[config.mk]
export PLATFORM = sky130hd
export DESIGN_NAME = fetch_controller
export DESIGN_NICKNAME = d
export VERILOG_FILES = /design/src/rtl/fetch_controller.sv
export SDC_FILE = /design/constraint.sdc
export NUM_CORES = 1
export LEC_CHECK = 0
export BUFFER_PORTS_ARGS = -buffer_cell sky130_fd_sc_hd__buf_2
export CAP_MARGIN = 20
export CORE_MARGIN = 4
export CORE_UTILIZATION = 40
export CTS_BUF_LIST = sky130_fd_sc_hd__clkbuf_4 sky130_fd_sc_hd__clkbuf_8
export DETAILED_ROUTE_END_ITERATION = 8
export PLACE_DENSITY_LB_ADDON = 0.1
export SKIP_CTS_REPAIR_TIMING = 1
export SYNTH_ARGS = -nofsm -noshare
export SYNTH_HDL_FRONTEND = slang
export SYNTH_SLANG_ARGS = --single-unit
[constraint.sdc]
create_clock -name clk -period 5 [get_ports clk]
set_clock_uncertainty 0.2 [all_clocks]
set_input_delay 1 -clock clk [delete_from_list [all_inputs] [get_ports clk]]
set_output_delay 1 -clock clk [all_outputs]
set_load 0.005 [all_outputs]
[src/rtl/fetch_controller.sv]
// Fetch-stage sequencer: chooses the next PC, stalls fetch, arbitrates redirects
// and runs the I-cache miss handshake, including redirects taken while a fill is in flight.
module fetch_controller #(
  parameter int                    WORD_SIZE  = 32,
  parameter logic [WORD_SIZE-1:0]  PC_INITIAL = 32'h0000_1000,
  parameter logic [WORD_SIZE-1:0]  EXC_VECTOR = 32'h0000_2000,
  parameter int                    LINE_BYTES = 16
) (
  input  logic                 clk,
  input  logic                 rst,
  input  logic [WORD_SIZE-1:0] PC,
  input  logic                 ImemHit,
  input  logic                 ImemFillDone,
  output logic                 ImemFillReq,
  output logic [WORD_SIZE-1:0] ImemFillAddr,
  input  logic                 StallD,
  input  logic                 BranchTakenE,
  input  logic [WORD_SIZE-1:0] BranchTargetE,
  input  logic                 ExcRaise,
  input  logic                 EretM,
  input  logic [WORD_SIZE-1:0] EretTarget,
  output logic [WORD_SIZE-1:0] PCNext,
  output logic                 StallF,
  output logic                 FlushD,
  output logic                 FetchValid
);

  localparam logic [WORD_SIZE-1:0] LINE_MASK = ~(WORD_SIZE'(LINE_BYTES - 1));

  typedef enum logic [1:0] {
    ST_RUN,
    ST_MISS,
    ST_MISS_R
  } state_e;

  state_e               state_q, state_d;
  logic                 fill_req_q, fill_req_d;
  logic [WORD_SIZE-1:0] fill_addr_q, fill_addr_d;
  logic [WORD_SIZE-1:0] pend_q, pend_d;

  logic                 redirect;
  logic [WORD_SIZE-1:0] rtarget;
  logic [WORD_SIZE-1:0] pc_plus4;

  assign redirect = ExcRaise | EretM | BranchTakenE;
  assign rtarget  = ExcRaise ? EXC_VECTOR :
                    EretM    ? EretTarget : BranchTargetE;
  assign pc_plus4 = PC + WORD_SIZE'(4);

  always_comb begin
    // NOTE: every output and next-state value gets a default first so no path infers a latch.
    state_d     = state_q;
    fill_req_d  = fill_req_q;
    fill_addr_d = fill_addr_q;
    pend_d      = pend_q;
    PCNext      = pc_plus4;
    StallF      = 1'b0;
    FlushD      = 1'b0;
    FetchValid  = 1'b0;

    unique case (state_q)
      ST_RUN: begin
        if (redirect) begin
          PCNext = rtarget;
          FlushD = 1'b1;
        end else if (!ImemHit) begin
          StallF      = 1'b1;
          state_d     = ST_MISS;
          fill_req_d  = 1'b1;
          fill_addr_d = PC & LINE_MASK;
        end else begin
          StallF     = StallD;
          FetchValid = 1'b1;
        end
      end

      ST_MISS: begin
        StallF = 1'b1;
        if (ImemFillDone) begin
          state_d    = ST_RUN;
          fill_req_d = 1'b0;
          if (redirect) begin
            PCNext = rtarget;
            StallF = 1'b0;
            FlushD = 1'b1;
          end
        end else if (redirect) begin
          pend_d  = rtarget;
          FlushD  = 1'b1;
          state_d = ST_MISS_R;
        end
      end

      ST_MISS_R: begin
        // The line being filled belongs to the squashed path; only the saved target matters.
        StallF = 1'b1;
        if (ImemFillDone) begin
          PCNext     = redirect ? rtarget : pend_q;
          StallF     = 1'b0;
          FlushD     = 1'b1;
          state_d    = ST_RUN;
          fill_req_d = 1'b0;
        end else if (redirect) begin
          pend_d = rtarget;
          FlushD = 1'b1;
        end
      end

      default: state_d = ST_RUN;
    endcase

    if (rst) begin
      PCNext     = PC_INITIAL;
      StallF     = 1'b0;
      FlushD     = 1'b1;
      FetchValid = 1'b0;
    end
  end

  // NOTE: state flops use non-blocking assignments so all registers update from pre-edge values.
  always_ff @(posedge clk) begin
    if (rst) begin
      // NOTE: reset is synchronous; a fill in flight is simply abandoned.
      state_q     <= ST_RUN;
      fill_req_q  <= 1'b0;
      fill_addr_q <= '0;
      pend_q      <= '0;
    end else begin
      state_q     <= state_d;
      fill_req_q  <= fill_req_d;
      fill_addr_q <= fill_addr_d;
      pend_q      <= pend_d;
    end
  end

  assign ImemFillReq  = fill_req_q;
  assign ImemFillAddr = fill_addr_q;

endmodule
# After elaboration in Yosys (flattened, before gate mapping)
# Index checks and enable logic that the tools add are counted.
word_totals:
  n_memories: 0
  out_inout_bits: 68
  latchBits: 0
  ram_bits: 0
  reg_bits: 63
  mem_bits_ro: 0
  word_cells: 58
  in_bits: 104
classes:
  order_cmp: 0
  muxes: 33
  addsub: 1
  multipliers: 0
  shifts: 0
  div: 0
  eq_ne: 7
  bitwise: 5
  reduce_logical: 8
op_table:
  columns: ["cell", "count"]
  rows:
  - ["$mux 32", 7]
  - ["$pmux 32 s3", 1]
  - ["$add 32x3->32 const B", 1]
  - ["$mux 1", 16]
  - ["$mux 2", 5]
  - ["$reduce_and 4->1", 2]
  - ["$ne 2x2->1 const B", 3]
  - ["$pmux 2 s3", 1]
  - ["$pmux 1 s2", 2]
  - ["$reduce_or 2->1", 2]
  - ["$ne 3x3->1 const B", 1]
  - ["$not 1->1", 3]
  - ["$pmux 1 s3", 1]
  - ["$reduce_and 3->1", 1]
  - ["$eq 2x1->1 const B", 1]
  - ["$eq 2x2->1 const B", 1]
  - ["$logic_not 2->1", 1]
  - ["$ne 2x1->1 const B", 1]
  - ["$or 1x1->1", 2]
  - ["$reduce_and 2->1", 1]
  - ["$reduce_bool 2->1", 1]

# Depth between registers and ports, before layout
# Gate-level depths: netlist of run 1.
logic_depth:
  word_depth: 6
  mapped_depth: 10
  mapped_depth_nobuf: 8

# Worst setup path before layout of run 1
# Ideal clock, no wire load.
synth_timing:
  path_type: "input to output"
  from: "input PC[9]"
  to: "output PCNext[31]"
  t_arrival_ps: 2806
  cell_stages: 7
  t_required_ps: 3800
  slack_ps: 994
  path_cell_list: "nand3_2 -> or4_1 -> buf_2 -> or4_4 -> nor4_4 -> nor3_1 -> o32ai_2"
synth_between:
  elab_chain_len: 5
  elab_cells_between_ends: 6
  classes_between: "add/sub (1); mux (5)"
synth_rtl:
  columns: ["element", "line", "source"]
  rows:
  - ["start: declaration", "11", "input logic [WORD_SIZE-1:0] PC,"]
  - ["$add 32x3->32 *", "48", "assign pc_plus4 = PC + WORD_SIZE'(4);"]
  - ["$mux 32", "63, 82", null]
  - ["$mux 32", "79", "if (ImemFillDone) begin"]
  - ["$pmux 32 s3 *", "61", "unique case (state_q)"]
  - ["$mux 32 *", "112", "if (rst) begin"]
  - ["end: declaration", "22", "output logic [WORD_SIZE-1:0] PCNext,"]
# Every way passes the cells marked *; elsewhere a longest branch is shown, timed or not.

# Worst setup path in the final report of run 1
layout_timing:
  from: "input PC[7]"
  to: "output PCNext[31]"
# Same word-level chain as after synthesis.

==> results of run 1 <==
[sequential cells by signal (all words and copies together) (netlist names)]
name	flops
state_q	2
ImemFillReq	1
pend_q	32
ImemFillAddr	28
[power groups by stage]
stage                     clock network, mW  registers (mW)  logic [mW]
final                                 0.467           0.558       0.952
after global routing                  0.503           0.562        1.04
after CTS                             0.482           0.557       0.938
after detailed placement                  0           0.569       0.932
after global placement                    0           0.568       0.917
after floorplan                           0           0.566       0.587
[layer usage]
metal / vias up / wire length [µm]
li1: 3045 / -
met3: 51 / 1600
met1: 3075 / 9010
met4: 2 / 766
met2: 301 / 9440
met5: - / 7
[critical path, delay by kind of cell]
| family | cells | cell delay, ns |
|---|---|---|
| buffers and inverters | 2 | 0.30 |
| AO/OA/AOI/OAI | 1 | 0.24 |
| AND/OR/NAND/NOR | 5 | 1.70 |
[final cells by class]
| class | instances | area (µm²) | share of cell area |
|---|---|---|---|
| clock buffer | 12 | 153 | 0.0238 |
| inverter | 11 | 41.3 | 0.00645 |
| tap | 172 | 215 | 0.0336 |
| clock inverter | 4 | 45.0 | 0.00704 |
| multi-input combinational | 634 | 3680 | 0.575 |
| timing repair buffer | 190 | 1010 | 0.158 |
| sequential | 63 | 1260 | 0.197 |
[through the flow]
step	hold slack [ns]	setup slack, ns	total power, mW
after CTS	0.254	0.555	1.98
after detailed placement	0.245	0.564	1.50
after global routing	0.272	0.391	2.10
after floorplan	0.234	0.994	1.15
final	0.253	0.548	1.98
after global placement	0.241	0.604	1.48
[logic make-up (layout without fill, tap and decap cells)]
kind of cell	count (synthesis)	in the layout	share of synthesized area
flip-flops	63	63	0.241
other	1	4	0.000716
buffers and inverters	79	217	0.0602
AO/OA/AOI/OAI	259	259	0.320
AND/OR/NAND/NOR	317	317	0.279
XOR/XNOR	28	28	0.0468
multiplexers	21	21	0.0411
adder cells (fa/ha/maj)	5	5	0.0119
[worst max-delay path by stage]
stage,startpoint,end,slack (ns)
after detailed placement,PC[12],PCNext[31],0.56
after floorplan,PC[9],PCNext[31],0.99
after CTS,PC[7],PCNext[31],0.55
final,PC[7],PCNext[31],0.55
after global routing,PC[12],PCNext[31],0.39
after global placement,PC[8],PCNext[31],0.60
[layout by cell type, fill, tap and decap left out, drive strengths merged, types with 9 or more instances in the layout]
master | Yosys | final
nand2b | 14 | 14
xnor2 | 19 | 19
mux2i | 17 | 17
xor2 | 9 | 9
inv | 10 | 10
nor2 | 70 | 70
o21ai | 34 | 34
dfxtp | 63 | 63
buf | 19 | 190
nand2 | 140 | 140
nor2b | 13 | 13
nand3 | 19 | 19
a21oi | 101 | 101
a22oi | 20 | 20
clkbuf | 49 | 12
a211oi | 16 | 16
a31oi | 9 | 9
nor3 | 17 | 17
==> flow_summary.rst, run 1 <==
.. list-table::
   :header-rows: 1

   * - Metric
     - Value
   * - Net Switching
     - 834 µW
   * - Maximum net fanout on the critical path
     - 7
   * - Number of placed cells counting well taps
     - 1070
   * - Clk network pwr share
     - 0.236
   * - HPWL after DPL
     - 15900 µm
   * - Antenna cells
     - 0
   * - Count of vias placed by the detailed router
     - 6474
   * - Total Neg Setup Slack
     - 0 ns
   * - Routing usage on met2
     - 0.435
   * - Sequential cell fraction of total power
     - 0.282
   * - Reg-to-Reg Start
     - state_q[1]
   * - Reg-to-reg setup timing slack
     - 2.17 ns
   * - Slowest stage cell on the critical path
     - sky130_fd_sc_hd__or4_1
   * - Part of the Yosys area used for sequential elements
     - 0.241
   * - Global Route met1 Usage
     - 0.364
   * - Via count of the first global-routing pass
     - 6138
   * - Static Leakage
     - 2.59 nW
   * - Antenna Violating Nets Remaining
     - 0
   * - DR vias/cell
     - 5.96
   * - Outcome
     - finished clean
   * - Area overhead of the layout relative to synthesis
     - 22.2%
   * - Most used standard cells in the synthesized netlist
     - 140 x sky130_fd_sc_hd__nand2_1, 101 x sky130_fd_sc_hd__a21oi_1, 70 x sky130_fd_sc_hd__nor2_1
   * - Final-stage net count
     - 1018
   * - Startpoint-to-endpoint class of the critical path
     - in -> out
   * - EDFF count, synth
     - 0
   * - Leading post-synthesis cells by cell area
     - sky130_fd_sc_hd__dfxtp_1 24%, sky130_fd_sc_hd__nand2_1 10%, sky130_fd_sc_hd__a21oi_1 9.6%
   * - End point of the worst hold path
     - ImemFillAddr[15]
   * - Slew at the pin closest to its max-slew limit
     - 1.08 ns
   * - Clock tree from TritonCTS
     - yes
   * - Peak supply drop
     - 118 µV
   * - Count of different cell masters after synthesis
     - 63
   * - Clock Sink Count
     - 63
   * - Classification of the worst-slack hold path
     - reg -> reg
   * - Total number of placement rows
     - 41
   * - Internal power
     - 1.14 mW
   * - Unrepaired setup endpoints after global routing
     - no
   * - Initial antenna violation count
     - 1
   * - Synthesized area per cell
     - 6.78 µm²
   * - Fill count
     - 1369
   * - Starting density of the core
     - 0.412
   * - Max-cap violations
     - 0
   * - Initial DRC Count
     - 637
   * - Cell area after synthesis
     - 5240 µm²
   * - Die area
     - 15000 µm²
   * - Fmax
     - 225 MHz
   * - I/O pin total
     - 172
   * - Cell taking the most area after synthesis
     - sky130_fd_sc_hd__dfxtp_1
   * - Worst-case reg-to-reg path depth
     - 6
   * - Cell area after layout
     - 6400 µm²
   * - Std-Cell Core Area
     - 12700 µm²
   * - Yosys top cell area share
     - 0.241
   * - Min-Delay Startpoint
     - ImemFillAddr[15]
   * - Worst path max stage delay
     - 0.69 ns
   * - Total global-route track usage
     - 0.275
   * - Horizontal extent of the die
     - 122 µm
   * - Sum of overflow across all layers after global routing
     - 0
   * - DRC errors left
     - 0
   * - Endpoint kind of the worst setup timing path
     - output port
   * - Final Max Slew Viols
     - 0
   * - Insertion delay to the later sink of the worst-skew pair
     - 0.35 ns
   * - Endpoints failing hold
     - 0
   * - Min Tclk post-route
     - 4.45 ns
   * - Share of the core filled with cells in the final layout
     - 0.503
   * - Critical Path Most Common Cell
     - sky130_fd_sc_hd__buf_2
   * - P per Cell Area
     - 309 nW/µm²
   * - Worst-case clock buffer depth
     - 2
   * - Placed Area
     - 6200 µm²
   * - Top Usage Layer GRT
     - met2
   * - Post-detailed-route wirelength per cell
     - 19.2 µm
   * - # setup viols final
     - 0
   * - Cell count of the worst hold path
     - 2
   * - Overall routed net length
     - 20800 µm
   * - Post-synth top flop
     - sky130_fd_sc_hd__dfxtp_1
   * - Most frequently used cell type in the post-synthesis netlist
     - sky130_fd_sc_hd__nand2_1
   * - Crit Reg-Reg Endpoint
     - ImemFillAddr[14]
   * - Global-route wire length before repair
     - 32300 µm
   * - Critical Path Start Type
     - primary input
   * - Proportion of synthesized flip-flops having asynchronous set or reset
     - 0
   * - Final period util
     - 0.890
   * - Critical path data required time
     - 3.80 ns
   * - Final estimated routing congestion in global placement
     - 0.892
   * - Net Sw Frac
     - 0.422
   * - Clock transition at the registers of the reported paths
     - 0.07 ns
   * - Headroom to the max-slew limit
     - 0.283
   * - Met3 usage
     - 0.0590
   * - Number of optimization iterations in the first detailed-route pass
     - 8
   * - Chip Height
     - 122 µm
   * - Data arrival, critical path
     - 3.25 ns
   * - Fraction of final layout cells sized beyond drive strength 1
     - 0.246
   * - Warnings from Yosys
     - 0
   * - CTS buffer count
     - 9
   * - H-Tree Level Count
     - 3
   * - Seq cells post-synth
     - 63
   * - Pin count of the biggest net entering global routing
     - 50
   * - Buffers added on ports
     - 167
   * - Post-Synthesis Cells
     - 773
   * - CTS root buffer
     - sky130_fd_sc_hd__clkbuf_8
   * - Comb power frac
     - 0.481
   * - Layout Cells excl Fill
     - 1086
   * - Critical-path cell list
     - buf_2, nand3_2, or4_1, or4_4, nor4_4, nor3_1, o32ai_2, buf_2
Note: power is estimated with default switching activity, not from simulation.
==> run 2, diff against run 1 <==
--- a/config.mk
+++ b/config.mk
@@ -11,7 +11,7 @@
 export CORE_UTILIZATION = 40
 export CTS_BUF_LIST = sky130_fd_sc_hd__clkbuf_4 sky130_fd_sc_hd__clkbuf_8
 export DETAILED_ROUTE_END_ITERATION = 8
-export PLACE_DENSITY_LB_ADDON = 0.1
+export PLACE_DENSITY = 0.66
 export SKIP_CTS_REPAIR_TIMING = 1
 export SYNTH_ARGS = -nofsm -noshare
 export SYNTH_HDL_FRONTEND = slang
==> run 2 against run 1 <==
Compared with the run above:
- clock power grew 12%
- count of clock-buffer cells in the layout stayed put
- register-to-register slack better by 0.10 ns
- combinational power is 1% lower
- design area rose by 0.70%
- critical path type unchanged
==> flow_summary.rst, run 2 (synthesis gave the netlist of run 1 again) <==
.. list-table::
   :header-rows: 1

   * - Metric
     - Value
   * - Highest-count cells in the layout ignoring fill and taps
     - 167 x sky130_fd_sc_hd__buf_2, 140 x sky130_fd_sc_hd__nand2_1, 101 x sky130_fd_sc_hd__a21oi_1
   * - Clock transition at the registers of the reported paths
     - 0.07 ns (about the same)
   * - Critical Path Most Common Cell
     - sky130_fd_sc_hd__buf_2
   * - Clock tree from TritonCTS
     - yes
   * - # setup viols final
     - 0 (unchanged)
   * - Fmax
     - 228 MHz (+1.5%)
   * - Number of optimization iterations in the first detailed-route pass
     - 6 (-2)
   * - Net Switching
     - 823 µW (-1.4%)
   * - Slowest stage cell on the critical path
     - sky130_fd_sc_hd__or4_1
   * - End point of the worst hold path
     - ImemFillAddr[22]
   * - Area overhead of the layout relative to synthesis
     - 23.1%
   * - Max-cap violations
     - 0 (unchanged)
   * - Reg-to-reg setup timing slack
     - 2.27 ns (+0.10 ns)
   * - Starting density of the core
     - 0.412 (unchanged)
   * - Comb power frac
     - 0.465 (-0.016)
   * - Register with the most flip-flops
     - pend_q
   * - Endpoints failing hold
     - 0 (unchanged)
   * - Initial DRC Count
     - 625 (-1.9%)
   * - I/O pin total
     - 172 (unchanged)
   * - HPWL after DPL
     - 15000 µm (-5.7%)
   * - Final-stage net count
     - 1020 (+0.20%)
   * - Clock Sink Count
     - 63 (unchanged)
   * - Critical path data required time
     - 3.80 ns (about the same)
   * - Total number of placement rows
     - 41 (unchanged)
   * - Std-Cell Core Area
     - 12700 µm² (unchanged)
   * - Internal power
     - 1.20 mW (+4.6%)
   * - Flip-flop count of the largest register after layout
     - 32 (unchanged)
   * - Startpoint-to-endpoint class of the critical path
     - in -> out
   * - Worst path max stage delay
     - 0.68 ns (about the same)
   * - P per Cell Area
     - 313 nW/µm² (+1.4%)
   * - Total Neg Setup Slack
     - 0 ns (unchanged)
   * - Outcome
     - finished clean
   * - Net Sw Frac
     - 0.407 (-0.0145)
   * - Sum of overflow across all layers after global routing
     - 0 (unchanged)
   * - Critical-path cell list
     - buf_2, nand3_2, or4_1, or4_4, nor4_4, nor3_1, o32ai_2, buf_2
   * - Final total power
     - 2.02 mW (+2.1%)
   * - Final setup margin
     - 0.613 ns (+0.0652 ns)
   * - DR vias/cell
     - 5.89 (-1.2%)
   * - Fraction of final layout cells sized beyond drive strength 1
     - 0.247 (+0.000824)
   * - Insertion delay to the later sink of the worst-skew pair
     - 0.36 ns (about the same)
   * - Antenna cells
     - 0 (unchanged)
   * - Cell count of the worst hold path
     - 2 (unchanged)
   * - Peak supply drop
     - 143 µV (+21%)
   * - Total global-route track usage
     - 0.260 (-0.0153)
   * - Via count of the first global-routing pass
     - 5835 (-4.9%)
   * - Layout Cells excl Fill
     - 1087 (+0.092%)
   * - Headroom to the max-slew limit
     - 0.354 (+0.0711)
   * - Worst-case reg-to-reg path depth
     - 7 (+1)
   * - Initial antenna violation count
     - 0 (-1)
   * - Global-route wire length before repair
     - 30600 µm (-5.2%)
   * - Overall routed net length
     - 20000 µm (-4.2%)
   * - Sequential cell fraction of total power
     - 0.276 (-0.006)
   * - Most common library cell in the layout ignoring fill and taps
     - sky130_fd_sc_hd__buf_2
   * - Unrepaired setup endpoints after global routing
     - no
   * - Data arrival, critical path
     - 3.19 ns (-0.06 ns)
   * - Min-Delay Startpoint
     - ImemFillAddr[22]
   * - Worst-case clock buffer depth
     - 2 (unchanged)
   * - Buffers added on ports
     - 167 (unchanged)
   * - Clk network pwr share
     - 0.258 (+0.022)
   * - H-Tree Level Count
     - 3 (unchanged)
   * - Pin count of the biggest net entering global routing
     - 35 (-30%)
   * - Classification of the worst-slack hold path
     - reg -> reg
   * - Slew at the pin closest to its max-slew limit
     - 0.969 ns (-0.107 ns)
   * - Antenna Violating Nets Remaining
     - 0 (unchanged)
   * - Post-placement worst setup slack
     - 0.599 ns (+0.0345 ns)
   * - Post-detailed-route wirelength per cell
     - 18.4 µm (-4.3%)
   * - Critical Path Start Type
     - primary input
   * - Reg-to-Reg Start
     - state_q[0]
   * - Final period util
     - 0.877 (-0.0130)
   * - Chip Height
     - 122 µm (unchanged)
   * - Endpoint kind of the worst setup timing path
     - output port
   * - DRC errors left
     - 0 (unchanged)
   * - Count of vias placed by the detailed router
     - 6404 (-1.1%)
   * - Crit Reg-Reg Endpoint
     - pend_q[18]
   * - Final estimated routing congestion in global placement
     - 0.930 (+4.3%)
   * - Fill count
     - 1366 (-0.22%)
   * - Final Max Slew Viols
     - 0 (unchanged)
   * - Die area
     - 15000 µm² (unchanged)
   * - Maximum net fanout on the critical path
     - 7 (unchanged)
   * - CTS root buffer
     - sky130_fd_sc_hd__clkbuf_8
   * - CTS buffer count
     - 9 (unchanged)
   * - Static Leakage
     - 2.61 nW (+0.55%)
   * - Number of placed cells counting well taps
     - 1071 (+0.093%)
   * - Min Tclk post-route
     - 4.39 ns (-0.0652 ns)
   * - Horizontal extent of the die
     - 122 µm (unchanged)
[run 2: cell count changes in the layout (fill, tap and decap cells not counted), sizes merged]
cell      before  now
clkinv         4    1
buf          190  192
bufinv         1    2
clkinvlp       0    1
[run 2: critical path, delay by kind of cell]
kind	cells	cell delay [ns]
AND/OR/NAND/NOR	5	1.65
buffers and inverters	2	0.30
AO/OA/AOI/OAI	1	0.23
[run 2: power by group through the flow]
stage	Clock (mW)	Sequential, mW	Combinational (mW)
3_3_place_gp	0	0.568	0.915
6_report	0.522	0.558	0.940
3_5_place_dp	0	0.569	0.913
2_1_floorplan	0	0.566	0.587
4_1_cts	0.531	0.557	0.918
5_1_grt	0.555	0.563	1.02
[run 2: metal layers]
| metal | vias to the layer above | wire length [µm] | track usage |
|---|---|---|---|
| li1 | 3061 | - | - |
| met1 | 2931 | 8330 | 0.349 |
| met2 | 365 | 8970 | 0.411 |
| met3 | 47 | 2040 | 0.0567 |
| met4 | 0 | 622 | 0.0910 |
| met5 | - | 0 | 0 |
[run 2: final cells by class]
cell class | count | area (µm²) | area share
clock buffers | 12 | 153 | 0.0237
clock inverters | 3 | 67.6 | 0.0105
inverters | 11 | 41.3 | 0.00640
multi-input cells | 634 | 3680 | 0.571
flip-flops and latches | 63 | 1260 | 0.196
well taps | 172 | 215 | 0.0334
repair buffers | 192 | 1030 | 0.160
[run 2: worst max path at each step]
stage | startpoint | slack [ns] | end
floorplan | PC[9] | 0.99 | PCNext[31]
global placement | PC[8] | 0.64 | PCNext[31]
detailed placement | PC[7] | 0.60 | PCNext[31]
CTS | PC[7] | 0.60 | PCNext[31]
global route | PC[12] | 0.44 | PCNext[31]
finish | PC[7] | 0.61 | PCNext[31]
[run 2: per-stage QoR]
stage | hold WS, ns | cell area, µm² | utilization
floorplan | 0.234 | 5250 | -
global placement | 0.242 | 6210 | 0.488
detailed placement | 0.244 | 6210 | 0.488
CTS | 0.256 | 6430 | 0.506
global route | 0.279 | 6450 | 0.507
finish | 0.254 | 6450 | 0.507
==> run 3, diff against run 2 <==
--- a/config.mk
+++ b/config.mk
@@ -10,8 +10,9 @@
 export CORE_MARGIN = 4
 export CORE_UTILIZATION = 40
 export CTS_BUF_LIST = sky130_fd_sc_hd__clkbuf_4 sky130_fd_sc_hd__clkbuf_8
+export CTS_CLUSTER_DIAMETER = 80
 export DETAILED_ROUTE_END_ITERATION = 8
-export PLACE_DENSITY = 0.66
+export PLACE_DENSITY = 0.65
 export SKIP_CTS_REPAIR_TIMING = 1
 export SYNTH_ARGS = -nofsm -noshare
 export SYNTH_HDL_FRONTEND = slang
==> run 3 against run 2 <==
Compared with the run above:
- clock power is 19% lower
- non-clock buffer count shrank 3
- design area down 1.1%
- die area stayed put
- combinational power is 0.6% higher
- total power shrank 4.6%
- critical path depth did not move
- sequential share of layout area increased by 0.22 points
==> flow_summary.rst, run 3 (synthesis gave the netlist of run 1 again) <==
.. list-table::
   :header-rows: 1

   * - Metric
     - Value
   * - Layout Cells excl Fill
     - 1085 (-0.18%)
   * - Worst-case clock buffer depth
     - 2 (unchanged)
   * - Critical Path Start Type
     - primary input
   * - Buffers added on ports
     - 167 (unchanged)
   * - Outcome
     - finished clean
   * - HPWL after DPL
     - 15000 µm (about the same)
   * - I/O pin total
     - 172 (unchanged)
   * - DRC errors left
     - 0 (unchanged)
   * - Fill count
     - 1409 (+3.1%)
   * - Clock transition at the registers of the reported paths
     - 0.07 ns (about the same)
   * - Max-cap violations
     - 0 (unchanged)
   * - Headroom to the max-slew limit
     - 0.267 (-0.0871)
   * - Unrepaired setup endpoints after global routing
     - no
   * - Reg-to-Reg Start
     - state_q[1]
   * - DR vias/cell
     - 5.92 (+0.40%)
   * - Peak supply drop
     - 147 µV (+2.7%)
   * - # setup viols final
     - 0 (unchanged)
   * - Data arrival, critical path
     - 3.20 ns (about the same)
   * - Fmax
     - 228 MHz (-0.19%)
   * - Static Leakage
     - 2.57 nW (-1.4%)
   * - Crit path launch
     - PC[7]
   * - Highest-count cells in the layout ignoring fill and taps
     - 167 x sky130_fd_sc_hd__buf_2, 140 x sky130_fd_sc_hd__nand2_1, 101 x sky130_fd_sc_hd__a21oi_1
   * - Final estimated routing congestion in global placement
     - 0.927 (-0.37%)
   * - Clock Sink Count
     - 63 (unchanged)
   * - Total global-route track usage
     - 0.258 (-0.00104)
   * - Insertion delay to the later sink of the worst-skew pair
     - 0.35 ns (about the same)
   * - Slowest stage cell on the critical path
     - sky130_fd_sc_hd__or4_1
   * - Via count of the first global-routing pass
     - 5862 (+0.46%)
   * - P per Cell Area
     - 302 nW/µm² (-3.6%)
   * - Pin count of the biggest net entering global routing
     - 40 (+14%)
   * - H-Tree Level Count
     - 3 (unchanged)
   * - Count of vias placed by the detailed router
     - 6418 (+0.22%)
   * - Classification of the worst-slack hold path
     - reg -> reg
   * - Number of optimization iterations in the first detailed-route pass
     - 8 (+2)
   * - Critical Path Most Common Cell
     - sky130_fd_sc_hd__buf_2
   * - Startpoint-to-endpoint class of the critical path
     - in -> out
   * - Register with the most flip-flops
     - pend_q
   * - Global-route wire length before repair
     - 30600 µm (+0.20%)
   * - Initial DRC Count
     - 757 (+21%)
   * - Area overhead of the layout relative to synthesis
     - 21.7%
   * - Endpoints failing hold
     - 0 (unchanged)
   * - Horizontal extent of the die
     - 122 µm (unchanged)
   * - Slew at the pin closest to its max-slew limit
     - 1.10 ns (+0.131 ns)
   * - Most common library cell in the layout ignoring fill and taps
     - sky130_fd_sc_hd__buf_2
   * - Final Max Slew Viols
     - 0 (unchanged)
   * - Total number of placement rows
     - 41 (unchanged)
   * - Worst path max stage delay
     - 0.67 ns (about the same)
   * - Sum of overflow across all layers after global routing
     - 0 (unchanged)
   * - Maximum net fanout on the critical path
     - 7 (unchanged)
   * - Antenna Violating Nets Remaining
     - 0 (unchanged)
   * - Min Tclk post-route
     - 4.40 ns (+0.00827 ns)
   * - Critical path data required time
     - 3.80 ns (about the same)
   * - Initial antenna violation count
     - 0 (unchanged)
   * - Total Neg Setup Slack
     - 0 ns (unchanged)
   * - Flip-flop count of the largest register after layout
     - 32 (unchanged)
   * - Post-detailed-route wirelength per cell
     - 18.5 µm (+1.0%)
   * - Fraction of final layout cells sized beyond drive strength 1
     - 0.245 (-0.00165)
   * - Overall routed net length
     - 20100 µm (+0.81%)
   * - Die area
     - 15000 µm² (unchanged)
   * - CTS buffer count
     - 9 (unchanged)
   * - Number of placed cells counting well taps
     - 1069 (-0.19%)
   * - Final period util
     - 0.879 (+0.00165)
   * - Chip Height
     - 122 µm (unchanged)
   * - CTS root buffer
     - sky130_fd_sc_hd__clkbuf_8
   * - Std-Cell Core Area
     - 12700 µm² (unchanged)
   * - Min-Delay Startpoint
     - ImemFillAddr[18]
   * - Antenna cells
     - 0 (unchanged)
   * - Final-stage net count
     - 1017 (-0.29%)
   * - Starting density of the core
     - 0.412 (unchanged)
   * - Clock tree from TritonCTS
     - yes
   * - Critical-path cell list
     - buf_2, nand3_2, or4_1, or4_4, nor4_4, nor3_1, o32ai_2, buf_2
   * - Endpoint kind of the worst setup timing path
     - output port
[run 3: changes by cell type in the layout (fill, tap and decap cells not counted), sizes merged]
| cell | change |
|---|---|
| clkinvlp | +1 |
| buf | -3 |
| clkbuf | -1 |
| bufinv | -2 |
| clkinv | +3 |
[run 3: final cells by class]
class / instances / area (µm²) / area share
multi-input cells: 634 / 3680 / 0.577
flip-flops and latches: 63 / 1260 / 0.198
repair buffers: 189 / 1000 / 0.157
well taps: 172 / 215 / 0.0338
clock buffers: 11 / 145 / 0.0228
inverters: 11 / 41.3 / 0.00648
clock inverters: 5 / 33.8 / 0.00530
[run 3: through the flow]
step,power (mW),hold slack (ns),instance area [µm²],utilization,worst slack [ns]
final,1.93,0.254,6380,0.501,0.605
after global placement,1.49,0.243,6200,0.487,0.631
after floorplan,1.15,0.234,5250,-,0.994
after global routing,2.04,0.270,6380,0.501,0.478
after CTS,1.92,0.253,6380,0.501,0.602
after detailed placement,1.49,0.243,6200,0.487,0.603
[run 3: path summary, 6_finish.rpt]
path / endpoint / slack (ns) / depth (start not counted)
max: PCNext[31] / 0.60 / 8
min: ImemFillAddr[18] / 0.25 / 2
max reg2reg: ImemFillAddr[4] / 2.27 / 6
min reg2reg: ImemFillAddr[18] / 0.25 / 2
[run 3: worst max-delay path, delay by kind of cell]
kind / cells / cell delay (ns)
AOI/OAI and AO/OA: 1 / 0.24
buffers and inverters: 2 / 0.30
and+or+nand+nor: 5 / 1.65
[run 3: report_power, final]
part / total (mW) / internal [mW] / switching (mW)
combinational: 0.946 / 0.353 / 0.593
clock: 0.421 / 0.198 / 0.223
sequential: 0.558 / 0.538 / 0.0201
[run 3: layer usage]
layer	part of all wire	global-route usage	routed length (µm)
met1	0.41	0.345	8320
met2	0.45	0.408	9140
met3	0.096	0.0507	1930
met4	0.036	0.108	730
met5	0	0	0
